===== src/rtl/icache_pkg.sv =====
// rtl/icache_pkg.sv - shared types and width helpers for the associative instruction cache
// Contents: fill FSM state enum and constant functions deriving beat count and field widths.
package icache_pkg;

    typedef enum logic {
        ST_IDLE = 1'b0,
        ST_FILL = 1'b1
    } icache_state_e;

    // Field widths that can legitimately be zero are widened to one bit so
    // that port and signal declarations stay legal for every parameter set.
    function automatic int min1(input int w);
        return (w > 0) ? w : 1;
    endfunction

    function automatic int icache_beats(input int line_length, input int fill_w);
        return (line_length * 8) / fill_w;
    endfunction

    function automatic int icache_off_w(input int line_length);
        return $clog2(line_length);
    endfunction

    function automatic int icache_idx_w(input int nsets);
        return min1($clog2(nsets));
    endfunction

endpackage


===== src/rtl/icache_way.sv =====
// rtl/icache_way.sv - one cache way: per-set data, tag and valid storage with read-side match
// Ports: clk, reset_n, flush_all; read side rd_index/rd_tag/rd_word -> match, valid, word;
//        write side wr_index, wr_en/wr_chunk/wr_data (one fill beat), wr_tag with validate,
//        invalidate (drop the line at wr_index when a fill into this way begins).
module icache_way
    import icache_pkg::*;
#(
    parameter int RV                     = 16,
    parameter int PA                     = 22,
    parameter int LINE_LENGTH            = 4,
    parameter int NSETS                  = 4,
    parameter int FILL_W                 = 4,
    parameter int USE_LATCHES_FOR_ICACHE = 1,
    localparam int IXW = icache_idx_w(NSETS),
    localparam int TW  = PA - $clog2(LINE_LENGTH) - $clog2(NSETS),
    localparam int LB  = LINE_LENGTH * 8,
    localparam int WDW = min1($clog2(LINE_LENGTH) - $clog2(RV / 8)),
    localparam int BW  = min1($clog2(LINE_LENGTH * 8 / FILL_W))
) (
    input  logic              clk,
    input  logic              reset_n,
    input  logic              flush_all,
    input  logic [IXW-1:0]    rd_index,
    input  logic [TW-1:0]     rd_tag,
    input  logic [WDW-1:0]    rd_word,
    input  logic [IXW-1:0]    wr_index,
    input  logic              wr_en,
    input  logic [BW-1:0]     wr_chunk,
    input  logic [FILL_W-1:0] wr_data,
    input  logic [TW-1:0]     wr_tag,
    input  logic              validate,
    input  logic              invalidate,
    output logic              match,
    output logic              valid,
    output logic [RV-1:0]     word
);

    logic [NSETS-1:0] valid_q;
    logic [LB-1:0]    line_w [NSETS];
    logic [TW-1:0]    tag_w  [NSETS];
    logic [LB-1:0]    rd_line;

    for (genvar s = 0; s < NSETS; s++) begin : g_set
        logic [LB-1:0] line_q;
        logic [TW-1:0] tag_q;
        logic          line_we;
        logic          tag_we;

        assign line_we = wr_en && (wr_index == IXW'(s));
        assign tag_we  = validate && (wr_index == IXW'(s));

        if (USE_LATCHES_FOR_ICACHE != 0) begin : g_latch
            // Transparent while clk is low: the beat presented during a cycle
            // is captured before the posedge that advances the fill FSM.
            always_latch begin
                if (!clk && line_we) begin
                    line_q[wr_chunk*FILL_W +: FILL_W] = wr_data;
                end
                if (!clk && tag_we) begin
                    tag_q = wr_tag;
                end
            end
        end else begin : g_flop
            always_ff @(posedge clk) begin
                if (line_we) begin
                    line_q[wr_chunk*FILL_W +: FILL_W] <= wr_data;
                end
                if (tag_we) begin
                    tag_q <= wr_tag;
                end
            end
        end

        assign line_w[s] = line_q;
        assign tag_w[s]  = tag_q;
    end

    always_ff @(posedge clk) begin
        if (!reset_n || flush_all) begin
            valid_q <= '0;
        end else begin
            if (invalidate) begin
                valid_q[wr_index] <= 1'b0;
            end
            if (validate) begin
                valid_q[wr_index] <= 1'b1;
            end
        end
    end

    assign valid   = valid_q[rd_index];
    assign match   = valid && (tag_w[rd_index] == rd_tag);
    assign rd_line = line_w[rd_index];
    assign word    = rd_line[rd_word*RV +: RV];

endmodule


===== src/rtl/icache_assoc.sv =====
// rtl/icache_assoc.sv - set-associative instruction cache with nibble/byte line fill
// Ports: clk, reset_n; fetch paddr/req -> hit, rdata; fill pull/tag/busy with beats on
//        dread qualified by wstrobe_d; flush_all invalidates every line and aborts a fill.
module icache_assoc
    import icache_pkg::*;
#(
    parameter int RV                     = 16,
    parameter int PA                     = 22,
    parameter int LINE_LENGTH            = 4,
    parameter int NSETS                  = 4,
    parameter int NWAYS                  = 2,
    parameter int FILL_W                 = 4,
    parameter int USE_LATCHES_FOR_ICACHE = 1
) (
    input  logic                            clk,
    input  logic                            reset_n,
    input  logic [PA-1:1]                   paddr,
    input  logic                            req,
    input  logic [FILL_W-1:0]               dread,
    input  logic                            wstrobe_d,
    input  logic                            flush_all,
    output logic                            hit,
    output logic                            pull,
    output logic [PA-1:$clog2(LINE_LENGTH)] tag,
    output logic [RV-1:0]                   rdata,
    output logic                            busy
);

    localparam int OW    = icache_off_w(LINE_LENGTH);
    localparam int IW    = $clog2(NSETS);
    localparam int IXW   = icache_idx_w(NSETS);
    localparam int LW    = PA - OW;
    localparam int TW    = LW - IW;
    localparam int RB    = $clog2(RV / 8);
    localparam int WDW   = min1(OW - RB);
    localparam int BEATS = icache_beats(LINE_LENGTH, FILL_W);
    localparam int BW    = min1($clog2(BEATS));

    icache_state_e state_q, state_d;
    logic [BW-1:0] beat_q, beat_d;
    logic [LW-1:0] fill_line_q;
    logic          fill_way_q;

    logic [PA-1:0]  byte_addr;
    logic [LW-1:0]  p_line;
    logic [TW-1:0]  p_tag;
    logic [IXW-1:0] p_index;
    logic [IXW-1:0] fill_index;
    logic [IXW-1:0] wr_index;
    logic [WDW-1:0] p_word;
    logic [BW-1:0]  wr_chunk;

    logic start_fill, beat_wr, last_beat;
    logic victim, hit_way;

    logic [NWAYS-1:0] way_match;
    logic [NWAYS-1:0] way_valid;
    logic [RV-1:0]    way_word [NWAYS];
    logic [RV-1:0]    rdata_c;

    assign byte_addr = {paddr, 1'b0};
    assign p_line    = byte_addr[PA-1:OW];
    assign p_tag     = p_line[LW-1:IW];

    if (IW > 0) begin : g_index
        assign p_index    = p_line[IXW-1:0];
        assign fill_index = fill_line_q[IXW-1:0];
    end else begin : g_no_index
        assign p_index    = '0;
        assign fill_index = '0;
    end

    if (OW > RB) begin : g_word_sel
        assign p_word = byte_addr[OW-1:RB];
    end else begin : g_one_word
        assign p_word = '0;
    end

    // Nibble fills arrive high nibble first within each byte.
    assign wr_chunk = (FILL_W == 4) ? (beat_q ^ BW'(1)) : beat_q;
    assign wr_index = (state_q == ST_FILL) ? fill_index : p_index;

    always_ff @(posedge clk) begin
        if (!reset_n) begin
            state_q <= ST_IDLE;
            beat_q  <= '0;
        end else begin
            state_q <= state_d;
            beat_q  <= beat_d;
        end
        if (start_fill) begin
            fill_line_q <= p_line;
            fill_way_q  <= victim;
        end
    end

    always_comb begin
        state_d    = state_q;
        beat_d     = beat_q;
        start_fill = 1'b0;
        beat_wr    = 1'b0;
        last_beat  = 1'b0;
        case (state_q)
            ST_IDLE: begin
                if (req && !hit && !flush_all) begin
                    start_fill = 1'b1;
                    state_d    = ST_FILL;
                end
            end
            ST_FILL: begin
                // A flush in the final-beat cycle wins: nothing is written or validated.
                beat_wr   = wstrobe_d && !flush_all;
                last_beat = beat_wr && (beat_q == BW'(BEATS - 1));
                if (flush_all || last_beat) begin
                    state_d = ST_IDLE;
                    beat_d  = '0;
                end else if (beat_wr) begin
                    beat_d = beat_q + BW'(1);
                end
            end
            default: state_d = ST_IDLE;
        endcase
    end

    for (genvar w = 0; w < NWAYS; w++) begin : g_way
        logic sel;
        assign sel = (fill_way_q == 1'(w));

        icache_way #(
            .RV                     (RV),
            .PA                     (PA),
            .LINE_LENGTH            (LINE_LENGTH),
            .NSETS                  (NSETS),
            .FILL_W                 (FILL_W),
            .USE_LATCHES_FOR_ICACHE (USE_LATCHES_FOR_ICACHE)
        ) u_way (
            .clk        (clk),
            .reset_n    (reset_n),
            .flush_all  (flush_all),
            .rd_index   (p_index),
            .rd_tag     (p_tag),
            .rd_word    (p_word),
            .wr_index   (wr_index),
            .wr_en      (beat_wr && sel),
            .wr_chunk   (wr_chunk),
            .wr_data    (dread),
            .wr_tag     (fill_line_q[LW-1:IW]),
            .validate   (last_beat && sel),
            .invalidate (start_fill && (victim == 1'(w))),
            .match      (way_match[w]),
            .valid      (way_valid[w]),
            .word       (way_word[w])
        );
    end

    if (NWAYS == 2) begin : g_mru
        logic [NSETS-1:0] mru_q;

        assign hit_way = way_match[1];
        assign victim  = !way_valid[0] ? 1'b0 :
                         !way_valid[1] ? 1'b1 : !mru_q[p_index];

        always_ff @(posedge clk) begin
            if (!reset_n || flush_all) begin
                mru_q <= '0;
            end else begin
                if (hit) begin
                    mru_q[p_index] <= hit_way;
                end
                if (last_beat) begin
                    mru_q[fill_index] <= fill_way_q;
                end
            end
        end
    end else begin : g_direct
        assign hit_way = 1'b0;
        assign victim  = 1'b0;
    end

    always_comb begin
        rdata_c = '0;
        for (int w = 0; w < NWAYS; w++) begin
            if (way_match[w]) begin
                rdata_c = rdata_c | way_word[w];
            end
        end
    end

    assign hit   = req && (|way_match);
    assign rdata = hit ? rdata_c : '0;
    assign pull  = (state_q == ST_FILL);
    assign busy  = (state_q == ST_FILL);
    assign tag   = (state_q == ST_FILL) ? fill_line_q : p_line;

endmodule


===== config.mk =====
export PLATFORM = sky130hd
export DESIGN_NAME = icache_assoc
export DESIGN_NICKNAME = d
export VERILOG_FILES = /design/src/rtl/icache_pkg.sv /design/src/rtl/icache_way.sv /design/src/rtl/icache_assoc.sv
export SDC_FILE = /design/constraint.sdc
export NUM_CORES = 1
export LEC_CHECK = 0
export CORE_MARGIN = 5
export CORE_UTILIZATION = 50
export CTS_CLUSTER_DIAMETER = 30
export DETAILED_ROUTE_END_ITERATION = 7
export MAX_ROUTING_LAYER = met4
export PLACE_DENSITY_LB_ADDON = 0.05
export RECOVER_POWER = 50
export SYNTH_ARGS = -nofsm -noshare
export SYNTH_HDL_FRONTEND = slang
export SYNTH_SLANG_ARGS = --single-unit

===== constraint.sdc =====
create_clock -name clk -period 3.7 [get_ports clk]
set_input_delay 0.555 -clock clk [delete_from_list [all_inputs] [get_ports clk]]
set_output_delay 0.555 -clock clk [all_outputs]
set_load 0.01 [all_outputs]

==> results of run 1 <==
## cell usage after synthesis, drive strengths merged (2+ instances only)
library cell / n / share of area (%)
a21boi: 2 / 0.13
a21oi: 5 / 0.21
a22oi: 2 / 0.13
a2bb2oi: 4 / 0.29
a31o: 4 / 0.29
and2: 16 / 0.84
buf: 29 / 1.7
clkbuf: 17 / 0.54
dfxtp: 16 / 2.7
dlxtp: 400 / 50
edfxtp: 21 / 5.3
ha: 7 / 0.74
inv: 12 / 0.38
mux2: 18 / 1.7
mux2i: 34 / 2.9
mux4: 103 / 20
nand2: 40 / 1.3
nand2b: 3 / 0.16
nand3: 8 / 0.34
nand3b: 3 / 0.19
nand4: 5 / 0.26
nor2: 97 / 3.1
nor2b: 5 / 0.26
nor3: 24 / 1.0
nor4: 8 / 0.53
o21ai: 9 / 0.38
o22ai: 16 / 0.84
or2: 2 / 0.11
or3b: 2 / 0.15
or4: 2 / 0.13
xnor2: 20 / 1.5
xor2: 16 / 1.2
## cells by family after synthesis
kind of cell | after synthesis | synth area share [%]
compound gates | 49 | 2.77
simple gates | 218 | 8.45
mux | 155 | 24.2
latches | 400 | 50.5
xor+xnor | 36 | 2.65
fa+ha+maj | 7 | 0.736
flops | 37 | 7.99
buf+inv | 59 | 2.71
## through the flow
step / setup WS (ps) / hold WS [ps] / std cells / utilization (%) / setup TNS, ps
after floorplan: -856 / 432 / 961 / - / -32560
after global placement: -1660 / 446 / 1408 / 58.6 / -61260
after detailed placement: -1670 / 452 / 1408 / 58.6 / -61410
after CTS: -3370 / 1.22 / 1722 / 90.7 / -119610
## metal layers
metal	GRT usage [%]	overflow
met5	-	-
met2	68.6	0
met4	41.4	0
met1	52.6	0
met3	26.8	1
## timing repair
action	CTS
hold buffers	13
cloned	3
gates resized for setup	130
setup buffers	7
pin swaps	25
endpoints found under the setup margin	67
endpoints found under the hold margin	35
==> flow_summary.yaml, run 1 <==
yosys:
  synth_nets: 998
  syn_area_sq_mm: 0.0119
  yosysWarnings: 0
  syn_area_per_cell_sq_um: 12.4
  synth-edff-count: 21
  netlist_instances: 961
  async_flop_share_pct: 0
  synthDistinctLibCells: 50
  ys_seq_elements: 437
  ys.flop_type: "dlxtp_1"
global_route:
  grt_pass1_vias: 13800
  overflow: 1
  grt_max_degree: 40
  grt_first_pass_wirelength_um: 94600
  grt_usage_pct: 50.0
floorplan:
  initial_utilization_pct: 50.7
  row_count: 56
  die_h_um: 164
  ios: 69
  die_w_um: 164
placement:
  gp_congestion: 0.848
  port_buffers: 68
  place_area_sq_mm: 0.0137
  place.detailed.hpwl_um: 20900
run_status:
  status: "did not finish"
  haltStage: "5_1_grt"
  stop_error: "[ERROR GRT-0116] Global routing finished with congestion. Check the congestion regions in the DRC Viewer."
==> inputs of run 2 (changes only) <==
--- a/config.mk
+++ b/config.mk
@@ -6,11 +6,9 @@
 export NUM_CORES = 1
 export LEC_CHECK = 0
 export CORE_MARGIN = 5
-export CORE_UTILIZATION = 50
-export CTS_CLUSTER_DIAMETER = 30
+export CORE_UTILIZATION = 35
 export DETAILED_ROUTE_END_ITERATION = 7
-export MAX_ROUTING_LAYER = met4
-export PLACE_DENSITY_LB_ADDON = 0.05
+export PLACE_DENSITY_LB_ADDON = 0.15
 export RECOVER_POWER = 50
 export SYNTH_ARGS = -nofsm -noshare
 export SYNTH_HDL_FRONTEND = slang
==> flow_summary.yaml, run 2 <==
worst_setup_path:
  critPathLaunchType: "latch"
  cp_max_fo: 18
  r2r_cells: 12
  cp.arrival_ps: 6260
  critPathRequiredTime_ps: 3140
  worstSetupEndpointType: "output pin"
  path_class: "latch2out"
timing:
  rsz0062_at_grt: "true"
  drv_slew: 0
  hold_violations: 0
  report.final.setup_viol: 122
  finClkSkew_ps: 545
  worst_slack_ps: -3120
  tightest_slew_ps: 936
  maxSlewHeadroom_pct: 37.5
yosys:
  synth_commonest_cells: "400 x dlxtp_1, 97 x mux4_2, 97 x nor2_1"
  synth_top_cell_area_share_pct: 50.5
  syn_area_sq_mm: 0.0119
  syn_area_per_cell_sq_um: 12.4
  synthDistinctLibCells: 50
  ys_seq_elements: 437
  synth.area.top_cells: "dlxtp_1 50%, mux4_2 18%, edfxtp_1 5.3%, nor2_1 3.1%, mux2i_1 2.9%"
  synth_nets: 998
  ys.flop_type: "dlxtp_1"
  yosysMostFrequentCell: "dlxtp_1"
  async_flop_share_pct: 0
  yosysWarnings: 0
  netlist_instances: 961
  synth_top_area_cell: "dlxtp_1"
  synth-edff-count: 21
flow_run:
  max-cap-violations: 0
clock_tree:
  worstSkewPairLatency_ps: 1860
  tritoncts: "built"
  clk_pin_slew_ps: 90
floorplan:
  die_w_um: 194
  dieArea_sq_mm: 0.0378
  row_count: 67
  die_h_um: 194
  initial_utilization_pct: 35.5
  coreArea_sq_mm: 0.0335
  ios: 69
routing:
  via_per_inst: 5.36
  drt_wl_total_um: 44400
  final_antenna_net_count: 0
  drc: 0
  wire_per_inst_um: 24.0
  drt_first_iter_violations: 654
  first_pass_iters: 8
  num_vias: 9909
placement:
  pre_cts_slack_ps: -1770
  place.detailed.hpwl_um: 21800
  placed_cells: 1533
  port_buffers: 68
  gp_congestion: 0.793
min_path:
  hp-class: "in2reg"
  min_path_cells: 2
final_layout:
  nFillCells: 2385
  seq_area_sq_mm: 0.00696
  syn2layout_area_growth_pct: 78.6
  top_register: "g_way.u_way.g_set.line_q"
  layout_common_cells: "400 x dlxtp_1, 279 x clkbuf_16, 101 x mux4_2, 95 x nor2_1, 74 x buf_4"
  final_common_cell: "dlxtp_1"
  largestRegisters: "g_way.u_way.g_set.line_q (256), g_way.u_way.g_set.tag_q (144), fill_line_q (20)"
  drive_gt1_share_pct: 40.6
  multi_input_area_sq_mm: 0.00489
  largest_register_ffs: 256
  layoutNonFillerInstCount: 1849
  fin_nets: 1423
global_route:
  overflow: 0
  grt_first_pass_wirelength_um: 71400
  grt_pass1_vias: 12200
  grt_usage_pct: 24.8
  antenna_found_initial: 2
  grt_max_degree: 34
run_status:
  violations: "negative setup slack"
  status: "finished with violations"
power_and_ir_drop:
  p_per_area_mw_per_mm2: 137
  leakage_nw: 8.82
  irDropWorstVdd_mv: 0.254
## run 2: cell counts after synthesis
Identical to the previous run, type by type.
## run 2: final timing paths
check / startpoint / slack [ps] / endpoint
setup reg to reg: g_way[1].u_way.g_set[3].tag_q[16] / -2050 / fill_line_q[4]
setup / recovery: g_way[0].u_way.g_set[2].tag_q[16] / -3120 / rdata[2]
hold reg to reg: g_way[1].u_way.valid_q[3] / 450 / g_way[1].u_way.valid_q[3]
min in group gated: flush_all / 4200 / clock gate
hold / removal: paddr[20] / 50 / fill_line_q[18]
max in group gated: beat_q[0] / -270 / clock gate
## run 2: power breakdown
group	total, mW	internal [mW]	switching (mW)
Combinational	0.500	0.243	0.258
Sequential	0.496	0.473	0.0228
Clock	1.93	1.42	0.502
## run 2: critical path: stages (launching register included)
cell and delay (ps):
dlxtp_1 270, mux4_2 460, xor2_1 170, nor4_2 400, nand2_1 130, or4_1 500, buf_12 210, o22ai_4 180
and2_1 150, buf_2 130
## run 2: layout make-up
class,instances,area share [%]
antenna,1,0.0118
clock buffer,281,32.9
clock inverter,13,0.459
inverter,12,0.224
multi-input combinational,465,23.0
sequential,437,32.7
tap,448,2.64
timing repair buffer,192,8.06
## run 2: logic make-up (layout without fill, tap and decap cells)
logic type | count (synthesis) | in the layout | synth area share [%]
compound gates | 49 | 49 | 2.77
xor+xnor | 36 | 36 | 2.65
fa+ha+maj | 7 | 7 | 0.736
buf+inv | 59 | 498 | 2.71
flops | 37 | 37 | 7.99
latches | 400 | 400 | 50.5
mux | 155 | 155 | 24.2
other cells | 0 | 1 | 0
simple gates | 218 | 218 | 8.45
## run 2: timing repair
action / 4_1_cts / 5_1_grt
cloned: 4 / 0
pin swaps: 4 / 3
gates resized for setup: 109 / 12
buffers inserted: 5 / 2
endpoints found under the hold margin: 9 / 5
endpoints found under the setup margin: 80 / 73
hold buffers: 7 / 5
## run 2: through the flow
| stage | hold slack [ps] | utilization (%) | area (sq um) | setup TNS (ps) | power (mW) |
|---|---|---|---|---|---|
| finish | 46.6 | 63.4 | 21300 | -121460 | 2.92 |
| global route | 19.7 | 63.4 | 21300 | -135500 | 3.04 |
| CTS | 1.75 | 63.4 | 21300 | -120690 | 2.92 |
| detailed placement | 446 | 41.2 | 13800 | -68350 | 0.959 |
| global placement | 452 | 41.2 | 13800 | -66300 | 0.959 |
| floorplan | 432 | - | 12000 | -32560 | 0.756 |
## run 2: metal layers
layer	global-route usage (%)	vias up	part of all wire, %
met3	12.1	268	9.1
met1	28.7	4861	39
met5	0	-	0
met2	35.5	494	46
met4	18.3	0	6.2
li1	-	4286	-
(Power assumes the default switching activity.)
